### src/rtl/serial_add_ctrl.sv
// Bit-serial adder controller: one full-adder cell reused WIDTH times, LSB first,
// behind a start/busy/done handshake. {cout,sum} = a + b + cin.
module serial_add_ctrl #(
   parameter  int WIDTH = 8,
   localparam int CNT_W = $clog2(WIDTH) + 1
) (
   input  logic             clk,
   input  logic             rst_n,
   input  logic             start,
   input  logic [WIDTH-1:0] a,
   input  logic [WIDTH-1:0] b,
   input  logic             cin,
   output logic             busy,
   output logic             done,
   output logic [WIDTH-1:0] sum,
   output logic             cout
);

   typedef enum logic [1:0] {
      S_IDLE,
      S_RUN,
      S_DONE
   } state_e;

   state_e           state_q;
   logic [WIDTH-1:0] a_q;
   logic [WIDTH-1:0] b_q;
   logic [WIDTH-1:0] res_q;
   logic [WIDTH-1:0] res_d;
   logic [WIDTH-1:0] sum_q;
   logic [CNT_W-1:0] cnt_q;
   logic             carry_q;
   logic             carry_d;
   logic             s_d;
   logic             cout_q;
   logic             busy_q;
   logic             done_q;
   logic             last_bit;

   // NOTE: every signal driven here gets a value on every path, so no latch is inferred.
   always_comb begin
      s_d      = a_q[0] ^ b_q[0] ^ carry_q;
      carry_d  = (a_q[0] & b_q[0]) | (carry_q & (a_q[0] ^ b_q[0]));
      res_d    = (res_q >> 1) | (WIDTH'(s_d) << (WIDTH - 1));
      last_bit = (cnt_q == CNT_W'(WIDTH - 1));
   end

   // NOTE: all state updates use non-blocking assignments so every register samples pre-edge values.
   always_ff @(posedge clk) begin
      if (!rst_n) begin
         state_q <= S_IDLE;
         a_q     <= '0;
         b_q     <= '0;
         res_q   <= '0;
         sum_q   <= '0;
         cnt_q   <= '0;
         carry_q <= 1'b0;
         cout_q  <= 1'b0;
         busy_q  <= 1'b0;
         done_q  <= 1'b0;
      end else begin
         case (state_q)
            S_IDLE: begin
               done_q <= 1'b0;
               if (start) begin
                  a_q     <= a;
                  b_q     <= b;
                  carry_q <= cin;
                  cnt_q   <= '0;
                  busy_q  <= 1'b1;
                  state_q <= S_RUN;
               end
            end
            S_RUN: begin
               a_q     <= a_q >> 1;
               b_q     <= b_q >> 1;
               carry_q <= carry_d;
               res_q   <= res_d;
               cnt_q   <= cnt_q + CNT_W'(1);
               // sum/cout only move here, so they hold across the next start
               if (last_bit) begin
                  sum_q   <= res_d;
                  cout_q  <= carry_d;
                  busy_q  <= 1'b0;
                  done_q  <= 1'b1;
                  state_q <= S_DONE;
               end
            end
            S_DONE: begin
               done_q  <= 1'b0;
               state_q <= S_IDLE;
            end
            default: state_q <= S_IDLE;
         endcase
      end
   end

   assign busy = busy_q;
   assign done = done_q;
   assign sum  = sum_q;
   assign cout = cout_q;

endmodule

### config.mk
export PLATFORM = sky130hd
export DESIGN_NAME = serial_add_ctrl
export DESIGN_NICKNAME = d
export VERILOG_FILES = /design/src/rtl/serial_add_ctrl.sv
export SDC_FILE = /design/constraint.sdc
export NUM_CORES = 1
export LEC_CHECK = 0
export BUFFER_PORTS_ARGS = -buffer_cell sky130_fd_sc_hd__buf_4
export CORE_AREA = 5 5 89 91
export CTS_CLUSTER_DIAMETER = 30
export DETAILED_ROUTE_END_ITERATION = 7
export DIE_AREA = 0 0 94 96
export GPL_TIMING_DRIVEN = 0
export PLACE_DENSITY = 0.48
export SLEW_MARGIN = 25
export SYNTH_ARGS = -nofsm -noshare
export SYNTH_HDL_FRONTEND = slang
export SYNTH_SLANG_ARGS = --single-unit
export TNS_END_PERCENT = 5
### constraint.sdc
create_clock -name clk -period 4.18 [get_ports clk]
set_clock_uncertainty 0.1 [all_clocks]
set_input_delay 1.254 -clock clk [delete_from_list [all_inputs] [get_ports clk]]
set_output_delay 1.254 -clock clk [all_outputs]
set_load 0.03 [all_outputs]
======== Word level (Yosys, flattened, before mapping) ========
Cells that the tools add are included.
word-level totals
  input bits .............................. 20
  latch bits .............................. 0
  bits in read-only memories .............. 0
  memories kept ........................... 0
  register bits ........................... 42
  output and inout bits ................... 11
  word-level logic and storage cells ...... 47
  RAM bits ................................ 0
operators by class
  reduce and logical (&&, ||, !) cells .... 9
  bitwise gates (word level) .............. 6
  shifts and indexed selects .............. 0
  divide/modulo/power cells ............... 0
  add/subtract/negate cells ............... 1
  eq/ne operators ......................... 5
  $lt $le $gt $ge ......................... 0
  $mul .................................... 0
  mux-type cells .......................... 16
operators with widths
  cell                 count
  $pmux 8 s2           2
  $mux 8               2
  $or 7x8->8           1
  $pmux 4 s2           1
  $reduce_and 2->1     4
  $pmux 1 s2           3
  $add 4x1->4 const B  1
  $eq 4x3->1 const B   1
  $mux 1               4
  $mux 2               2
  $mux 4               1
  $ne 2x2->1 const B   2
  $pmux 2 s2           1
  $reduce_bool 2->1    2
  $reduce_and 3->1     1
  $and 1x1->1          2
  $eq 2x1->1 const B   1
  $eq 2x2->1 const B   1
  $logic_not 2->1      1
  $reduce_or 2->1      1
  $xor 1x1->1          2
  $or 1x1->1           1

======== Logic depth before layout (Yosys ltp) ========
  depth in word-level cells ............... 4
  depth in mapped cells ................... 6
  depth with buffers taken out ............ 4

======== Worst setup path after synthesis ========
OpenSTA, ideal clock, no wires.
  kind .................................... input to register
  start point ............................. input port start
  end point ............................... register cnt_q[3]
  cell stages on the path ................. 3
  data required time ...................... 3.954 ns
  arrival time ............................ 1.823 ns
  path slack .............................. 2.131 ns
  path buffers ............................ 0
  library setup time ...................... 0.126 ns
  cells stage by stage .................... or3b_1 > o2111ai_1 > o31ai_1
between the ends
  longest elaborated chain between the ends .. 2
ends and longest elaborated chain
  element                     RTL line  text
  from (decl)                 9         input logic start,
  $ne 2x2->1 (no line)        -
  $reduce_and 2->1 (no line)  -
  to (signal assigned)        79        cnt_q <= cnt_q + CNT_W'(1);
  to (decl)                   31        logic [CNT_W-1:0] cnt_q;
No other way between the ends.
A chain may end at the register's enable or synchronous reset.

======== Worst setup path after layout ========
  start point ............................. register sum_q[0], in the netlist sum[0]
  end point ............................... output port sum[0]
RTL lines
  element                 RTL line  text
  from (decl)             30        logic [WIDTH-1:0] sum_q;
  from (signal assigned)  82        sum_q <= res_d;
  to (decl)               15        output logic [WIDTH-1:0] sum,
No word-level cell between the ends.

==> impl_metrics.env <==
export IMPL_grt_usage_pct=9.44
export IMPL_endpoint_kind="output port"
export IMPL_tightestPinTransition_ps=489
export IMPL_yosysTopAreaCell="dfxtp_1"
export IMPL_min_period_over_period_pct=51.2
export IMPL_antenna_found_initial=0
export IMPL_synth_seq_area_share_pct=47.8
export IMPL_io_pins=31
export IMPL_die_x_um=94
export IMPL_pwr_share_seq_pct=54.9
export IMPL_arrival_ps=790
export IMPL_gp_congestion=0.728
export IMPL_path_cells="buf_4"
export IMPL_clock_sinks=41
export IMPL_syn_inst=198
export IMPL_core_region_area_mm2=0.00706
export IMPL_fillers=792
export IMPL_synth_edf_count=0
export IMPL_synth_seq_cells=41
export IMPL_final_hold_viol_count=0
export IMPL_drtAntennaViolNets=0
export IMPL_required_ps=2830
export IMPL_startpoint_type="register"
export IMPL_grt_pass1_vias=1419
export IMPL_max_freq_mhz=467
export IMPL_yosysWarnings=0
export IMPL_start_util_pct=24.3
export IMPL_crit_buf_inv=1
export IMPL_cts_buffers_inserted=5
export IMPL_grt_max_degree=12
export IMPL_synth_area_per_cell_um2=8.67
export IMPL_cts_hold_buf=0
export IMPL_yosys_top_cells_area="dfxtp_1 48%, nand2_1 14%, a31oi_1 5.5%, mux2i_1 5.2%, o21ai_0 4.4%"
export IMPL_async_flop_share_pct=0
export IMPL_comb_power_share_pct=11.6
export IMPL_ctsResizeCount=0
export IMPL_fin_nets=257
export IMPL_finalSetupTns_ps=0
export IMPL_dp_hpwl_um=2850
export IMPL_yosysMostFrequentCell="nand2_1"
export IMPL_cp_top_family="flip-flops"
export IMPL_synth_top_area_share_pct=47.8
export IMPL_power_switching_mw=0.184
export IMPL_rsz0062_at_grt="false"
export IMPL_critPathSlowestCell="dfxtp_1"
export IMPL_first_pass_iters=4
export IMPL_routed_wl_um=4030
export IMPL_area_growth_pct=25.4
export IMPL_cap_violations=0
export IMPL_synth_commonest_cells="62 x nand2_1, 41 x dfxtp_1, 15 x a31oi_1, 15 x o21ai_0, 9 x mux2i_1"
export IMPL_cts_root_buf="clkbuf_8"
export IMPL_p_sw_share_pct=24.1
export IMPL_layoutNonFillerInstCount=334
export IMPL_p_per_area_mw_per_mm2=355
export IMPL_max_stage_delay_ps=340
export IMPL_cts_buffer_depth=2
export IMPL_post_cts_repair_setup_buffers=0
export IMPL_synth_cell_types=38
export IMPL_critical_path_class="register to output port"
export IMPL_slew_limit_headroom_pct=67.4
export IMPL_numPortBuffers=30
export IMPL_setup_violations=0
export IMPL_final_max_slew_violation_count=0
export IMPL_netlist_area_mm2=0.00172
export IMPL_antennaDiodeCount=0
export IMPL_cts_max_level=2
export IMPL_ir_worst_vdd_uv=128
export IMPL_final_core_util_pct=30.5
export IMPL_p_clk_share_pct=33.6
export IMPL_synth_ff_type="dfxtp_1"
export IMPL_worst_slack_ps=2040
export IMPL_num_vias=1451
export IMPL_hp_class="register to register"
export IMPL_layout_drive_gt1_share_pct=22.1
export IMPL_period_needed_ps=2140
export IMPL_dp_cells=327
export IMPL_grt_overflow_total=0
export IMPL_p_int_mw=0.579
export IMPL_drc_errors=0
export IMPL_die_height_um=96
export IMPL_status="finished, final reports clean"
export IMPL_synthesis_nets=220
export IMPL_cts_tree="done"
export IMPL_clk_pin_slew_ps=70
export IMPL_crit_path_max_fanout=2
export IMPL_leakage_nw=0.841
export IMPL_dp_slack_ps=1900
export IMPL_die_area_mm2=0.00902
export IMPL_clock_latency_ps=280
export IMPL_grt_pass1_wl_um=6750
export IMPL_via_per_inst=4.34
export IMPL_wl_per_cell_um=12.1
export IMPL_row_count=31
export IMPL_drt_initial_drc_count=50
==> path summary, 6_finish.rpt <==
check | startpoint | end | slack [ps] | cells after the start
worst min register to register | sum[5]$_SDFFE_PN0P_ | sum[5]$_SDFFE_PN0P_ | 360 | 2
worst min-delay path | sum[5]$_SDFFE_PN0P_ | sum[5]$_SDFFE_PN0P_ | 360 | 2
worst max-delay path | sum[0]$_SDFFE_PN0P_ | sum[0] | 2040 | 1
worst max register to register | cnt_q[0]$_SDFFE_PN0P_ | sum[1]$_SDFFE_PN0P_ | 2680 | 5
==> cells by family (layout without fill, tap and decap cells) <==
kind of cell | count (synthesis) | in the layout | synth area share, %
AOI/OAI and AO/OA | 51 | 51 | 19.3
adders and majority gates | 2 | 2 | 1.89
buffers and inverters | 18 | 55 | 6.85
DFF | 41 | 41 | 47.8
muxes | 9 | 9 | 5.25
and+or+nand+nor | 77 | 77 | 18.9
==> layout by cell type (no fill, tap or decap), types with 2 or more instances in the layout <==
| cell type | instances |
|---|---|
| a22o_1 | 2 |
| clkbuf_1 | 3 |
| mux2i_1 | 9 |
| inv_1 | 3 |
| buf_2 | 7 |
| buf_8 | 2 |
| a21oi_1 | 8 |
| nor3_1 | 2 |
| a31oi_1 | 15 |
| buf_4 | 31 |
| a32o_1 | 2 |
| o21ai_0 | 15 |
| buf_6 | 2 |
| clkbuf_8 | 6 |
| nor2_1 | 3 |
| dfxtp_1 | 41 |
| nand2_1 | 62 |
==> state kept, by name, indices dropped and copies added, names as in the netlist <==
signal and cells:
a_q 8, b_q 8, sum 8, res_q 7, cnt_q 4, state_q 2, busy 1, carry_q 1
cout 1, done 1
==> metal layers <==
| metal | global-route usage (%) | wire, um | up-vias |
|---|---|---|---|
| li1 | - | - | 752 |
| met3 | 2.66 | 166 | 2 |
| met5 | 0 | 0 | - |
| met1 | 12.5 | 1980 | 674 |
| met4 | 2.17 | 16 | 0 |
| met2 | 15.3 | 1870 | 23 |
==> cell type report <==
cell class,count,area [um2],share of cell area [%]
Buffer,15,106,4.94
Clock buffer,7,86.3,4.01
Inverter,3,11.3,0.523
Multi-Input combinational cell,139,778,36.2
Sequential cell,41,821,38.1
Tap cell,99,124,5.76
Timing Repair Buffer,30,225,10.5
==> power by group through the flow <==
stage	Sequential [mW]	Combinational, mW	Clock (mW)
2_1_floorplan	0.427	0.0562	0
3_3_place_gp	0.428	0.0895	0
3_5_place_dp	0.428	0.0897	0
4_1_cts	0.419	0.0899	0.269
5_1_grt	0.421	0.0997	0.289
6_report	0.419	0.0884	0.256
==> metrics by stage <==
step | total power [mW] | instance area (um2) | hold slack [ps]
6_report | 0.764 | 2150 | 358
5_1_grt | 0.810 | 2150 | 386
4_1_cts | 0.778 | 2150 | 361
3_5_place_dp | 0.518 | 2070 | 347
3_3_place_gp | 0.517 | 2070 | 345
2_1_floorplan | 0.483 | 1720 | 337
Power figures use the tool's default switching activity.
